===== config.mk =====
export PLATFORM = sky130hd
export DESIGN_NAME = lambo_ctrl_fsm
export DESIGN_NICKNAME = d
export VERILOG_FILES = /design/src/rtl/lambo_ctrl_fsm.sv
export SDC_FILE = /design/constraint.sdc
export NUM_CORES = 1
export LEC_CHECK = 0
export BUFFER_PORTS_ARGS = -buffer_cell sky130_fd_sc_hd__buf_2
export CORE_MARGIN = 5
export CORE_UTILIZATION = 25
export DETAILED_ROUTE_END_ITERATION = 8
export PLACE_DENSITY_LB_ADDON = 0.3
export SLEW_MARGIN = 20
export SYNTH_ARGS = -nofsm -noshare
export SYNTH_HDL_FRONTEND = slang
export SYNTH_SLANG_ARGS = --single-unit

===== constraint.sdc =====
create_clock -name clk -period 1.6 [get_ports clk]
set_clock_uncertainty 0.1 [all_clocks]
set_input_delay 0 -clock clk [delete_from_list [all_inputs] [get_ports clk]]
set_output_delay 0 -clock clk [all_outputs]
set_load 0.02 [all_outputs]

===== src/rtl/lambo_ctrl_fsm.sv =====
// Multi-cycle control sequencer for the Lambo processor: fetch, decode, execute,
// memory and write-back sequencing with req/ack memory handshakes.
module lambo_ctrl_fsm #(
    parameter int unsigned INSTR_W = 9,
    parameter int unsigned CNT_W   = 16
) (
    input  logic               clk,
    input  logic               rst_n,
    input  logic               start,
    input  logic               halt_req,
    output logic               imem_req,
    input  logic               imem_ack,
    input  logic [INSTR_W-1:0] imem_data,
    output logic [INSTR_W-1:0] instr,
    output logic [2:0]         opcode,
    output logic               alu_go,
    input  logic               cond_in,
    output logic               dmem_req,
    output logic               dmem_we,
    input  logic               dmem_ack,
    output logic               reg_we,
    output logic               pc_inc,
    output logic               pc_load,
    output logic               busy,
    output logic               done,
    output logic [CNT_W-1:0]   retired
);

    localparam int unsigned OPC_W = 3;

    localparam logic [2:0] S_IDLE   = 3'd0;
    localparam logic [2:0] S_FETCH  = 3'd1;
    localparam logic [2:0] S_EXEC   = 3'd2;
    localparam logic [2:0] S_MEM    = 3'd3;
    localparam logic [2:0] S_WB     = 3'd4;
    localparam logic [2:0] S_RETIRE = 3'd5;

    localparam logic [OPC_W-1:0] OP_BRANCH = 3'b001;
    localparam logic [OPC_W-1:0] OP_LOAD   = 3'b010;
    localparam logic [OPC_W-1:0] OP_STORE  = 3'b011;

    logic [2:0]         state, state_nxt;
    logic [INSTR_W-1:0] instr_nxt;
    logic [OPC_W-1:0]   op_nxt;
    logic               taken, taken_nxt;
    logic [CNT_W-1:0]   retired_nxt;
    logic               imem_req_nxt, alu_go_nxt, dmem_req_nxt, dmem_we_nxt;
    logic               reg_we_nxt, pc_inc_nxt, pc_load_nxt, busy_nxt, done_nxt;
    logic               load_target;

    assign opcode = instr[INSTR_W-1 -: OPC_W];

    // Next-state logic; outputs are decoded from the next state so they register
    // coincident with the state they belong to.
    always_comb begin
        state_nxt   = state;
        instr_nxt   = instr;
        taken_nxt   = taken;
        retired_nxt = retired;
        done_nxt    = 1'b0;
        case (state)
            S_IDLE: begin
                if (start) state_nxt = S_FETCH;
            end
            S_FETCH: begin
                if (imem_ack) begin
                    instr_nxt = imem_data;
                    state_nxt = S_EXEC;
                end
            end
            S_EXEC: begin
                if (opcode == OP_BRANCH) taken_nxt = cond_in;
                if (opcode == OP_LOAD || opcode == OP_STORE) state_nxt = S_MEM;
                else if (opcode[2])                           state_nxt = S_WB;
                else                                          state_nxt = S_RETIRE;
            end
            S_MEM: begin
                if (dmem_ack) state_nxt = (opcode == OP_LOAD) ? S_WB : S_RETIRE;
            end
            S_WB: begin
                state_nxt = S_RETIRE;
            end
            S_RETIRE: begin
                if (retired != '1) retired_nxt = retired + CNT_W'(1);
                if (halt_req) begin
                    state_nxt = S_IDLE;
                    done_nxt  = 1'b1;
                end else begin
                    state_nxt = S_FETCH;
                end
            end
            default: begin
                state_nxt = S_IDLE;
            end
        endcase

        op_nxt       = instr_nxt[INSTR_W-1 -: OPC_W];
        load_target  = (op_nxt == OP_BRANCH) && taken_nxt;
        imem_req_nxt = (state_nxt == S_FETCH);
        alu_go_nxt   = (state_nxt == S_EXEC);
        dmem_req_nxt = (state_nxt == S_MEM);
        dmem_we_nxt  = (state_nxt == S_MEM) && (op_nxt == OP_STORE);
        reg_we_nxt   = (state_nxt == S_WB);
        pc_load_nxt  = (state_nxt == S_RETIRE) && load_target;
        pc_inc_nxt   = (state_nxt == S_RETIRE) && !load_target;
        busy_nxt     = (state_nxt != S_IDLE);
    end

    always_ff @(posedge clk or negedge rst_n) begin
        if (!rst_n) begin
            state    <= S_IDLE;
            instr    <= '0;
            taken    <= 1'b0;
            retired  <= '0;
            imem_req <= 1'b0;
            alu_go   <= 1'b0;
            dmem_req <= 1'b0;
            dmem_we  <= 1'b0;
            reg_we   <= 1'b0;
            pc_inc   <= 1'b0;
            pc_load  <= 1'b0;
            busy     <= 1'b0;
            done     <= 1'b0;
        end else begin
            state    <= state_nxt;
            instr    <= instr_nxt;
            taken    <= taken_nxt;
            retired  <= retired_nxt;
            imem_req <= imem_req_nxt;
            alu_go   <= alu_go_nxt;
            dmem_req <= dmem_req_nxt;
            dmem_we  <= dmem_we_nxt;
            reg_we   <= reg_we_nxt;
            pc_inc   <= pc_inc_nxt;
            pc_load  <= pc_load_nxt;
            busy     <= busy_nxt;
            done     <= done_nxt;
        end
    end

endmodule


==> flow_summary.json <==
{
  "vias": 1523,
  "placementRows": 30,
  "clk_latency_ns": 0.29,
  "met2_usage_pct": 18.56,
  "grt_max_degree": 39,
  "final_cell_mix": "buf_2 (52), dfrtp_1 (30), buf_4 (25)",
  "power_density_nw_per_um2": 1594,
  "area_growth_pct": 59.09,
  "cts_max_level": 2,
  "syn_inst": 150,
  "wl_mm": 4.656,
  "antenna_found_initial": 0,
  "wl_per_cell_um": 13.57,
  "rsz0062_at_grt": "true",
  "met1_usage_pct": 13.13,
  "fmax_mhz": 594.8,
  "grt_pass1_wl_mm": 7.514,
  "yosysTopAreaCellShare_pct": 53.33,
  "critPathLaunchType": "register",
  "switching_power_mw": 1.712,
  "clk_path_buf_depth": 2,
  "via_per_inst": 4.440,
  "seqPwrFrac_pct": 33.0,
  "ys_seq_elements": 38,
  "p_int_mw": 2.811,
  "yosysTopAreaCell": "dfrtp_1",
  "hp-class": "in -> reg",
  "clkPwrFrac_pct": 15.2,
  "clock_sinks": 38,
  "die_h_um": 94.45,
  "cts_buffers": 5,
  "hold-path-cell-count": 4,
  "drive_gt1_share_pct": 60.73,
  "gr-total-overflow": 0,
  "setup_violations": 13,
  "p_sw_share_pct": 37.85,
  "io_pins": 53,
  "instances_no_fill": 343,
  "finalCritPeriodShare_pct": 105.1,
  "start_util_pct": 25.96,
  "synth-main-ff-cell": "dfrtp_1",
  "violations": "negative setup slack",
  "cts.clk_slew.worst_paths_ns": 0.08,
  "gp_congestion": 0.8450,
  "drtAntennaViolNets": 0,
  "die_w_um": 94.45,
  "fin_util_pct": 41.29,
  "cts_tree": "yes",
  "arrival_ns": 1.75,
  "maxCapViolations": 0,
  "criticalPathCategory": "reg -> reg",
  "slew_headroom_pct": 67.61,
  "core_sq_um": 6869,
  "drt_iter0_drc": 19,
  "drt_first_pass_iters": 4,
  "synth_nets": 167,
  "synth_edf_count": 0,
  "insertedDiodeCount": 0,
  "drv_slew": 0,
  "cts_root_buf": "clkbuf_8",
  "place_ws_ns": -0.1596,
  "regMostFlops": "retired",
  "cp_max_fo": 4,
  "p_comb_share_pct": 51.8,
  "place_inst": 318,
  "layout_setup_ws_ns": -0.08135,
  "placed_area_sq_um": 2371,
  "io_buffers": 52,
  "final_common_cell": "buf_2",
  "worst_setup_path_end_kind": "register",
  "ir_drop_v": 0.001087,
  "busiest_layer": "met2",
  "synth.avg_cell_area_sq_um": 11.89,
  "largest_reg_flops": 16,
  "gr-usage-all-layers_pct": 10.88,
  "ys_seq_area_share_pct": 53.33,
  "reg_top3": "retired x16, instr x9, state x3",
  "synthTopCellsByArea": "dfrtp_1 (53%), mux2_1 (6.9%), xor2_1 (3.9%)",
  "p_leak_nw": 1.361,
  "ys_types": 40,
  "r2r_cells": 5,
  "worst_slew_pin_slew_ns": 0.4858,
  "post-route-min-period_ns": 1.681,
  "syn-cell-area_sq_um": 1783,
  "grt_pass1_vias": 1566,
  "drc": 0,
  "dp_hpwl_mm": 3.193,
  "nets": 263,
  "crit_required_ns": 1.67,
  "async_reset_ff_share_pct": 100.0,
  "fin_area_sq_um": 2836,
  "grt.met3_usage_pct": 3.187,
  "status": "finished with violations",
  "hold_viol": 0,
  "holdWs_ns": 0.05762,
  "ys_warn_count": 0,
  "design.die.area_sq_um": 8921
}
routing by layer:
layer | up-vias | wire, um
li1 | 727 | -
met1 | 739 | 1984
met2 | 50 | 2270
met3 | 7 | 333
met4 | 0 | 67
met5 | - | 0
kinds of logic (layout without fill, tap and decap cells):
group / count (synthesis) / after routing / synth area share [%]
and+or+nand+nor: 62 / 62 / 22.18
adders and majority gates: 1 / 1 / 0.7016
buffers and inverters: 12 / 109 / 3.930
AOI/OAI and AO/OA: 9 / 9 / 3.789
xor gates and xnor gates: 11 / 11 / 5.404
muxes: 17 / 17 / 10.67
DFF: 38 / 38 / 53.33
timing repair:
action	CTS	global route
buffers inserted	1	4
setup endpoints to repair	21	27
hold buffers	12	0
pin swaps	3	10
resized for setup	20	29
hold endpoints to repair	51	0
cells in the mapped netlist, types with 2 or more instances:
cell and count:
dfrtp_1 38, mux2_1 11, nand3_1 9, xor2_1 8, nand2_1 7, nor2_1 7, inv_1 5, mux2_2 5
nand2b_1 5, and4_1 4, buf_4 4, nor3_1 4, nor3b_1 4, nand4_1 3, xnor2_1 3, a211oi_1 2
a31oi_1 2, and3_1 2, buf_2 2, nand3b_1 2, nor3_2 2, nor4bb_1 2, or3_1 2
power by group through the flow:
stage | clock (mW) | combinational (mW) | sequential (mW)
after floorplan | 0 | 0.786 | 1.74
after global placement | 0 | 1.80 | 1.47
after detailed placement | 0 | 1.81 | 1.47
after CTS | 0.719 | 2.06 | 1.47
after global routing | 0.755 | 2.53 | 1.53
final | 0.687 | 2.34 | 1.49
layout make-up:
class / instances / area [sq um]
Tap cell: 96 / 120.1
Sequential cell: 38 / 960.9
Inverter: 5 / 18.77
Fill cell: 666 / 4033
Multi-Input combinational cell: 100 / 998.5
Timing Repair Buffer: 96 / 646.9
Clock buffer: 7 / 86.33
Clock inverter: 1 / 5.005
worst max-delay path: stages (launching register included):
cell and delay [ns]:
dfrtp_1 0.43, buf_4 0.15, nor3b_2 0.25, nand3b_1 0.13
mux2_4 0.32, nor4bb_2 0.17
metrics by stage:
step                 TNS, ns  power, mW
floorplan           -0.08565      2.528
global placement     -0.8408      3.272
detailed placement    -1.097      3.285
CTS                  -0.4800      4.253
global route          -1.639      4.821
finish               -0.2982      4.523
final timing paths:
path	from	to	slack, ns
worst max-delay path	instr[8]	pc_load	-0.08
worst max register to register	instr[8]	pc_load	-0.08
max in group asynchronous	rst_n	state[0]	0.84
worst min register to register	instr[4]	instr[4]	0.41
min in group asynchronous	rst_n	retired[8]	0.19
worst min-delay path	dmem_ack	busy	0.06
Power figures use the tool's default switching activity.
